==> src/rtl/fetch_control_unit.sv <==
// Fetch sequencing controller: turns branch/stall/halt events into registered
// PC-mux, NOP-mux and flush control words, with saturating stall/flush counters.
module fetch_control_unit #(
   parameter int ADDR_W       = 16,
   parameter int FLUSH_CYCLES = 2,
   parameter int CNT_W        = 16
) (
   input  logic              clk,
   input  logic              reset,
   input  logic              branch_taken,
   input  logic [ADDR_W-1:0] branch_target,
   input  logic              stall_req,
   input  logic [3:0]        stall_len,
   input  logic              halt_req,
   input  logic              resume,
   output logic [1:0]        select_pc_mux,
   output logic [ADDR_W-1:0] branch_address,
   output logic [1:0]        select_nop_mux,
   output logic [1:0]        flush,
   output logic              busy,
   output logic [CNT_W-1:0]  stall_count,
   output logic [CNT_W-1:0]  flush_count
);

   localparam logic [2:0] ST_RUN      = 3'd0;
   localparam logic [2:0] ST_REDIRECT = 3'd1;
   localparam logic [2:0] ST_FLUSH    = 3'd2;
   localparam logic [2:0] ST_STALL    = 3'd3;
   localparam logic [2:0] ST_HALT     = 3'd4;

   localparam logic [3:0] FLUSH_LOAD = 4'(FLUSH_CYCLES - 1);

   logic [2:0] state;
   logic [2:0] next_state;
   logic [3:0] down_cnt;
   logic [3:0] next_cnt;

   // A taken branch pre-empts every state and restarts the redirect sequence.
   always_comb begin
      next_state = state;
      next_cnt   = down_cnt;
      if (branch_taken) begin
         next_state = ST_REDIRECT;
         next_cnt   = 4'd0;
      end else begin
         case (state)
            ST_RUN: begin
               if (halt_req) begin
                  next_state = ST_HALT;
               end else if (stall_req) begin
                  next_state = ST_STALL;
                  next_cnt   = (stall_len == 4'd0) ? 4'd1 : stall_len;
               end
            end
            ST_REDIRECT: begin
               if (FLUSH_CYCLES <= 1) begin
                  next_state = ST_RUN;
               end else begin
                  next_state = ST_FLUSH;
                  next_cnt   = FLUSH_LOAD;
               end
            end
            ST_FLUSH, ST_STALL: begin
               if (down_cnt <= 4'd1) begin
                  next_state = ST_RUN;
                  next_cnt   = 4'd0;
               end else begin
                  next_cnt = down_cnt - 4'd1;
               end
            end
            ST_HALT: begin
               if (resume) next_state = ST_RUN;
            end
            default: next_state = ST_RUN;
         endcase
      end
   end

   // Outputs are decoded from the next state so they appear as registered Moore
   // outputs one cycle after the triggering input.
   always_ff @(posedge clk) begin
      if (reset) begin
         state          <= ST_RUN;
         down_cnt       <= 4'd0;
         select_pc_mux  <= 2'b00;
         branch_address <= '0;
         select_nop_mux <= 2'b00;
         flush          <= 2'b00;
         busy           <= 1'b0;
         stall_count    <= '0;
         flush_count    <= '0;
      end else begin
         state          <= next_state;
         down_cnt       <= next_cnt;
         if (branch_taken) branch_address <= branch_target;
         select_pc_mux  <= (next_state == ST_REDIRECT) ? 2'b01 : 2'b00;
         select_nop_mux <= (next_state == ST_STALL || next_state == ST_HALT) ? 2'b01 : 2'b00;
         flush          <= (next_state == ST_REDIRECT || next_state == ST_FLUSH) ? 2'b01 : 2'b00;
         busy           <= (next_state != ST_RUN);
         if (select_nop_mux == 2'b01 && stall_count != '1)
            stall_count <= stall_count + CNT_W'(1);
         if (flush == 2'b01 && flush_count != '1)
            flush_count <= flush_count + CNT_W'(1);
      end
   end

endmodule
==> config.mk <==
export PLATFORM = sky130hd
export DESIGN_NAME = fetch_control_unit
export DESIGN_NICKNAME = d
export VERILOG_FILES = /design/src/rtl/fetch_control_unit.sv
export SDC_FILE = /design/constraint.sdc
export NUM_CORES = 1
export LEC_CHECK = 0
export ABC_AREA = 1
export BUFFER_PORTS_ARGS = -buffer_cell sky130_fd_sc_hd__buf_2
export CORE_MARGIN = 2
export CORE_UTILIZATION = 57
export CTS_CLUSTER_DIAMETER = 150
export DETAILED_ROUTE_END_ITERATION = 12
export PLACE_DENSITY_LB_ADDON = 0.05
export SYNTH_ARGS = -nofsm -noshare
export SYNTH_HDL_FRONTEND = slang
export SYNTH_SLANG_ARGS = --single-unit
==> constraint.sdc <==
create_clock -name clk -period 4.4 [get_ports clk]
set_clock_uncertainty 0.15 [all_clocks]
set_input_delay 0.44 -clock clk [delete_from_list [all_inputs] [get_ports clk]]
set_output_delay 0.44 -clock clk [all_outputs]
set_load 0.005 [all_outputs]
Yosys cells after proc, flatten, opt, wreduce, memory -nomap -nowiden
Cells that the tools add are included.
- bitwise gates (word level): 0
- div/mod/pow operators: 0
- $mul: 0
- shift-type cells: 0
- magnitude comparators: 1
- reduce and logical (&&, ||, !) cells: 11
- $add $sub $neg: 3
- equal/unequal tests: 14
- multiplexer cells: 14
- operator list (kind ; count):
    adder 16 x 1 -> 16 bit (second input constant) ; 2
    inequality test 16 bit (second input constant) ; 2
    two-way mux 4 bit ; 4
    two-way mux 3 bit ; 5
    == test 3 x 2 -> 1 bit (second input constant) ; 4
    one-hot mux 3 bit (4 select lines) ; 1
    one-hot mux 4 bit (3 select lines) ; 1
    == test 3 x 1 -> 1 bit (second input constant) ; 2
    == test 3 bit (second input constant) ; 2
    nonzero test 3 bit ; 2
    == test 2 x 1 -> 1 bit (second input constant) ; 2
    less-or-equal comparator 4 x 1 -> 1 bit (second input constant) ; 1
    zero test 4 bit ; 1
    inequality test 2 bit (second input constant) ; 2
    OR reduction 2 bit ; 2
    subtractor 4 x 1 -> 4 bit (second input constant) ; 1
    zero test 3 bit ; 1
    two-way mux 1 bit ; 3
    AND reduction 3 bit ; 1
    logical AND 1 bit ; 2
    logical OR 1 bit ; 2
- memories: 0
- memory bits (writable): 0
- register bits: 62
- bits in read-only memories: 0
- bits in latches: 0
- input bits: 26

Longest topological paths before layout
Gate-level depths: netlist (run 1).
- depth in word-level cells: 7
- mapped depth: 10

Worst setup path before layout (run 1)
Ideal clock, no wire load.
- path kind: register -> register
- start point: register flush_count[0]
- end point: register flush_count[13]
- setup slack: 2.719 ns
- period minus slack after synthesis: 1.681 ns
- stages on the path, launching flop included: 10
- buffers on the path: 1
- arrival: 1.387 ns
- cell sequence: dfxtp_1 -> ha_1 -> inv_1 -> nor2_1 -> nand3_2 -> nand2_1 -> nand2_1 -> buf_2 -> nand2_1 -> a21oi_1
- cells in the longest elaborated chain, start to end: 2
- elaborated cells on any way between the ends: 3
- ends and longest elaborated chain (element ; RTL line ; source):
    start, declared ; 22 ; output logic [CNT_W-1:0] flush_count
    start signal, assigned ; 103 ; flush_count <= flush_count + CNT_W'(1);
    branches (longest 2 deep; another with adder 16 x 1 -> 16 bit) ; - ;
Parallel ways; which one is timed is not known.
A chain may end at the register's enable or synchronous reset.

Final worst setup path (run 1)
- start point: register flush_count[0]
- end point: register flush_count[1]
The elaborated chain is that of the path after synthesis.

==> reports/qor.yml, run 1 <==
synth:
  avgSynthCellArea_um2: 6.65
  synthDistinctLibCells: 24
  synth_top_area_share_pct: 39.0
  seq_area_frac_synth_pct: 39.0
  synth.largest_area_cell: "dfxtp_1"
  ys_ff_latch: 59
  netlist_area_um2: 3030
  yosys-top-cells-area: "dfxtp_1 39%, nand2_1 16%, nor2_1 11%, o21ai_0 5.8%, inv_1 4.2%"
  netlist_instances: 456
  yosys_warnings: 0
floorplan:
  fp.dieH_um: 76.9
  start_util_pct: 59.4
  io_pins: 81
  coreArea_um2: 5110
  fp-row-count: 26
  die-area_um2: 5920
  die_w_um: 76.9
global_routing:
  grt_overflow: 0
  grt_use_total_pct: 23.6
  grt_pass1_vias: 2589
  antenna_found_initial: 0
  grt_max_degree: 36
  grt_pass1_wl_um: 11300
power:
  p_sw_uw: 315
  power_frac_clock_pct: 42.9
  leakagePower_nw: 1.60
  power_frac_seq_pct: 46.0
  ir_drop_v: 0.000295
  p_comb_share_pct: 11.1
  p_int_uw: 938
  power_density_nw_per_um2: 345
  swShare_pct: 25.2
sta:
  drv_slew: 0
  fin_crit_sh_pct: 45.6
  max_slew_margin_pct: 50.8
  min_period_ns: 2.01
  fin_ws_ns: 2.39
  fin_tns_setup_ns: 0
  report.final.hold_viol_count: 0
  hold_ws_ns: 0.179
  rsz0062_at_grt: "no"
  tightestPinTransition_ns: 0.739
  setup_violations: 0
  max_freq_mhz: 498
clock_tree:
  ctsHoldBuffers: 0
  htree_num_levels: 3
  clk_pin_slew_ns: 0.07
  cts_setup_buffers: 0
  cts_buffer_depth: 2
  cts_resized: 0
  cts_tree: "done"
  cts_root_buf: "clkbuf_8"
  numClockSinks: 59
  cts_buffers: 9
  clk_latency_ns: 0.33
cells_and_area:
  multi_input_area_um2: 1640
  final_nets: 559
  final_core_util_pct: 71.2
  final-seq-area_um2: 1180
  fin_cells: 603
  syn2layout_area_growth_pct: 19.9
  drive_gt1_share_pct: 20.1
  antenna-diode-count: 0
  fillerInstances: 454
critical_path:
  critPathBufInv: 1
  critical_path_peak_fanout: 15
  critical_path_class: "register to register"
  cp_slowest_stage_delay_ns: 0.42
  crit_arrival_ns: 2.08
  crit_family: "simple AND/OR/NAND/NOR gates"
  worst_path_max_delay_cell: "dfxtp_1"
  cp-end-kind: "register"
  crit_chain: "ha_1, inv_1, nor2_1, nand3_2, nand2_1, nand2_1, o21ai_0, nor2_1"
  worstPathRequired_ns: 4.47
  cp-start-kind: "register"
route:
  via_count: 2977
  antenna_left: 0
  wl_per_cell_um: 11.2
  dr.pass1.iters: 4
  drcViolationCount: 0
  vias_per_cell: 4.94
  totalWireLength_um: 6770
  drt_iter0_drc: 129
placement:
  dpl.hpwl_um: 4760
  dp_slack_ns: 2.32
  port-buffer-count: 77
  placed_cells: 588
  place.gp.congestion: 0.861
outcome:
  status: "finished clean"
run:
  cap_viol_max_count: 0
hold_path:
  hp-class: "primary input to register"
-- area by class of cell --
cell class | count | area share, %
Inverter | 34 | 3.51
Clock inverter | 5 | 2.13
Sequential cell | 59 | 32.5
Multi-Input combinational cell | 348 | 45.1
Timing Repair Buffer | 77 | 10.6
Tap cell | 70 | 2.41
Clock buffer | 10 | 3.79
-- path summary, 6_finish.rpt --
check | from | endpoint | slack [ns] | cells past startpoint
worst max-delay path | flush_count[0]$_SDFFE_PP0P_ | flush_count[1]$_SDFFE_PP0P_ | 2.39 | 8
worst min-delay path | branch_target[8] | branch_address[8]$_SDFFE_PP0P_ | 0.18 | 3
worst max register to register | flush_count[0]$_SDFFE_PP0P_ | flush_count[1]$_SDFFE_PP0P_ | 2.39 | 8
worst min register to register | branch_address[0]$_SDFFE_PP0P_ | branch_address[0]$_SDFFE_PP0P_ | 0.32 | 2
-- metrics by stage --
stage	cell area, um2	power (mW)
2_1_floorplan	3040	0.683
3_3_place_gp	3420	0.723
3_5_place_dp	3420	0.727
4_1_cts	3630	1.27
5_1_grt	3630	1.31
6_report	3630	1.25
-- registers in the layout, indices dropped and copies added (netlist names) --
register and count:
state 3, flush_count 16, select_pc_mux 1, stall_count 16, busy 1, flush 1, select_nop_mux 1, down_cnt 4
branch_address 16
-- worst register-to-register path, stage by stage (launching register included) --
cell and delay [ns]:
dfxtp_1 0.42, ha_1 0.26, inv_1 0.06, nor2_1 0.13, nand3_2 0.13, nand2_1 0.08, nand2_1 0.30, o21ai_0 0.29
nor2_1 0.07
-- cells in the final DEF (no fill, tap or decap) --
master	count
o31ai_1	1
nor2_1	91
bufinv_16	2
buf_2	77
inv_1	34
nor2_2	2
nand3_2	2
xor2_1	4
nand3b_1	2
nor3_1	3
clkinv_2	2
xnor2_1	12
nand2_1	133
dfxtp_1	59
a21boi_4	2
nand3_1	11
a21oi_1	25
nand4_1	7
clkbuf_8	10
clkinvlp_4	1
conb_1	3
a21oi_2	9
o21ai_0	35
o21ai_1	2
ha_1	4
-- synth_stat cells, drive strengths merged --
cell type  instances
nand2            133
nor2              93
dfxtp             59
o21ai             37
a21oi             34
inv               34
nand3             13
xnor2             12
clkbuf            10
buf                7
nand4              7
ha                 4
xor2               4
nor3               3
a21boi             2
nand3b             2
conb               1
o31ai              1
-- cells by family after synthesis --
group	synth area share, %
adders and majority gates	1.65
buffers and inverters	7.26
and+or+nand+nor	33.1
xor gates and xnor gates	4.62
other	0.124
DFF	39.0
AOI/OAI and AO/OA	14.3
-- routing by layer --
layer / GRT usage, % / wire length (um) / vias to the layer above
met2: 37.9 / 3100 / 76
met4: 7.64 / 77 / 0
li1: - / - / 1584
met3: 7.41 / 357 / 6
met5: 0 / 0 / -
met1: 30.1 / 3230 / 1311
-- power groups by stage --
stage / registers [mW] / logic [mW] / clock network (mW)
2_1_floorplan: 0.587 / 0.0959 / 0
3_3_place_gp: 0.588 / 0.135 / 0
3_5_place_dp: 0.588 / 0.139 / 0
4_1_cts: 0.577 / 0.140 / 0.550
5_1_grt: 0.580 / 0.157 / 0.573
6_report: 0.577 / 0.139 / 0.538
Note: power is estimated with default switching activity, not from simulation.
==> run 2: changes to the inputs <==
Settings changed: ABC_AREA 1 to 0, CORE_UTILIZATION 57 to 46.
Clock period 4.4 ns to 1.8 ns, I/O delays scaled along.
==> reports/qor.yml, run 2 <==
global_routing:
  antenna_found_initial: 0  # unchanged
  grt_overflow: 0  # unchanged
  grt_use_total_pct: 20.8  # -2.8 points
  grt_pass1_vias: 2346  # -9.4%
  grt_pass1_wl_um: 10400  # -8.0%
  grt_max_degree: 31  # -14%
synth:
  avgSynthCellArea_um2: 8.94  # +34%
  yosys-top-cells-area: "dfxtp_1 44%, nor2_1 7.6%, mux2i_1 7.5%, xor2_1 4.6%, nand3_1 3.0%"
  synthDistinctLibCells: 45  # +88%
  synth_most_common_cell: "dfxtp_1"
  netlist_area_um2: 2660  # -12%
  synth_ff_type: "dfxtp_1"
  async_reset_ff_share_pct: 0  # unchanged
  synth-edff-count: 0  # unchanged
  netlist_instances: 298  # -35%
  synth.largest_area_cell: "dfxtp_1"
  synthTopCellsByCount: "59 x dfxtp_1, 54 x nor2_1, 20 x mux2i_1"
  seq_area_frac_synth_pct: 44.3  # +5.4 points
  yosys_warnings: 0  # unchanged
  ys_ff_latch: 59  # unchanged
  synth_top_area_share_pct: 44.3  # +5.4 points
power:
  leakagePower_nw: 1.74  # +8.6%
  power_density_nw_per_um2: 816  # +140%
  total_power_mw: 3.07  # +140%
  ir_drop_v: 0.000641  # +120%
route:
  via_count: 2590  # -13%
  antenna_left: 0  # unchanged
  dr.pass1.iters: 4  # unchanged
  totalWireLength_um: 6580  # -2.8%
  drt_iter0_drc: 75  # -42%
  wl_per_cell_um: 13.2  # +18%
  drcViolationCount: 0  # unchanged
  vias_per_cell: 5.20  # +5.3%
clock_tree:
  clk_latency_ns: 0.33  # about the same
  clk_pin_slew_ns: 0.07  # about the same
  cts_tree: "done"
  htree_num_levels: 3  # unchanged
  numClockSinks: 59  # unchanged
  cts_buffer_depth: 2  # unchanged
  cts_root_buf: "clkbuf_8"
  cts_buffers: 9  # unchanged
hold_path:
  hold_start: "reset"
  hold-path-cell-count: 2  # -1
  hp-class: "primary input to register"
  holdPathEnd: "branch_address[4]$_SDFFE_PP0P_"
cells_and_area:
  final_nets: 451  # -19%
  drive_gt1_share_pct: 33.8  # +14 points
  syn2layout_area_growth_pct: 41.2
  final_core_util_pct: 67.9  # -3.3 points
  antenna-diode-count: 0  # unchanged
  final_cell_mix: "78 x buf_2, 53 x dfxtp_1, 52 x nor2_1, 29 x buf_4, 20 x mux2i_1"
  mostFrequentLayoutCell: "buf_2"
  top_regs: "branch_address (16), flush_count (16), stall_count (16)"
critical_path:
  r2r_start: "stall_count[0]$_SDFFE_PP0P_"
  rr_worst_depth: 6  # -2
  cp-start-kind: "register"
  rrSetupSlack_ns: 0.07  # -2.32 ns
  crit_arrival_ns: 1.79  # -0.29 ns
  cp-end-kind: "register"
  critical_path_class: "register to register"
  reg2reg_to: "stall_count[1]$_SDFFE_PP0P_"
  critical_path_peak_fanout: 6  # -9
  worstPathRequired_ns: 1.86  # -2.61 ns
floorplan:
  die_w_um: 80.1  # +4.1%
  coreArea_um2: 5540  # +8.5%
  fp.dieH_um: 80.1  # +4.1%
  die-area_um2: 6420  # +8.4%
  io_pins: 81  # unchanged
  fp-row-count: 27  # +3.8%
  start_util_pct: 48.1  # -11 points
sta:
  rsz0062_at_grt: "yes"
  report.final.hold_viol_count: 0  # unchanged
  fin_ws_ns: 0.0735  # -2.32 ns
  hold_ws_ns: 0.0455  # -0.134 ns
  drv_slew: 0  # unchanged
  max_freq_mhz: 579  # +16%
  fin_crit_sh_pct: 95.9  # +50 points
  min_period_ns: 1.73  # -0.281 ns
  setup_violations: 0  # unchanged
placement:
  dpl.hpwl_um: 4380  # -8.0%
  port-buffer-count: 77  # unchanged
  dp_slack_ns: -0.0286  # -2.35 ns
  place.gp.congestion: 0.783  # -9.0%
run:
  cap_viol_max_count: 0  # unchanged
outcome:
  status: "finished clean"
==> run 2: changes by cell type in the layout (fill, tap and decap cells not counted), moves of 7 or more <==
cell / previous run / this run
a21oi_2: 9 / 0
inv_1: 34 / 5
mux2i_1: 0 / 20
nand2_1: 133 / 12
dlygate4sd3_1: 0 / 16
buf_4: 0 / 29
xnor2_1: 12 / 5
a21oi_1: 25 / 11
o21ai_0: 35 / 15
xor2_1: 4 / 14
nor2_1: 91 / 52
==> run 2: cells by family after synthesis <==
kind of cell | share of synthesized area, %
AO/OA/AOI/OAI | 11.4
XOR/XNOR | 6.25
adder cells (fa/ha/maj) | 1.88
buffers and inverters | 3.34
flip-flops | 44.3
multiplexers | 7.52
other | 0.141
AND/OR/NAND/NOR | 25.1
==> run 2: final cells by class <==
class	count	area (um2)
Fill cell	474	1780
Multi-Input combinational cell	223	1460
Sequential cell	59	1190
Timing Repair Buffer	123	768
Clock buffer	12	155
Tap cell	72	90.1
Clock inverter	4	72.6
Inverter	5	18.8
==> run 2: routing by layer <==
layer | vias up | global-route usage (%) | routed length (um)
met1 | 1212 | 25.0 | 2950
li1 | 1306 | - | -
met3 | 6 | 6.97 | 349
met5 | - | 0 | 0
met4 | 0 | 6.27 | 63
met2 | 66 | 35.2 | 3220
==> run 2: power by group <==
group | leakage [nW] | internal, mW | switching (mW)
Combinational | 1.14 | 0.154 | 0.154
Sequential | 0.484 | 1.35 | 0.0338
Clock | 0.113 | 0.853 | 0.523
Total | 1.74 | 2.36 | 0.711
==> run 2: repair_timing <==
item,4_1_cts,5_1_grt
resized for setup,1,19
hold buffers,16,0
buffers inserted,0,1
endpoints found under the hold margin,16,0
setup endpoints to repair,4,24
cloned,0,1
pin swaps,0,4
==> run 2: how the worst max path moves through the flow <==
stage                                startpoint                            to  slack (ns)
floorplan           stall_count[0]$_SDFFE_PP0P_   stall_count[6]$_SDFFE_PP0P_        0.09
global placement       down_cnt[0]$_SDFFE_PP0P_               busy$_SDFF_PP0_        0.03
detailed placement     down_cnt[1]$_SDFFE_PP0P_  select_nop_mux[0]$_SDFF_PP0_       -0.03
CTS                 flush_count[0]$_SDFFE_PP0P_   flush_count[1]$_SDFFE_PP0P_       0.007
global route        stall_count[2]$_SDFFE_PP0P_  stall_count[15]$_SDFFE_PP0P_       -0.03
finish              stall_count[0]$_SDFFE_PP0P_   stall_count[1]$_SDFFE_PP0P_        0.07
==> run 2: per-stage QoR <==
stage	area [um2]	TNS [ns]	cells
2_1_floorplan	2670	0	300
3_3_place_gp	3290	0	464
3_5_place_dp	3290	-0.0530	464
4_1_cts	3680	0	496
5_1_grt	3760	-0.0620	498
6_report	3760	0	498
==> run 2: worst max-delay path, stage by stage, from the launching register on <==
cell and delay (ns):
dfxtp_4 0.38, ha_4 0.15, nand3_2 0.11, o41ai_4 0.37, buf_4 0.21, mux2i_1 0.18
nor2_1 0.05
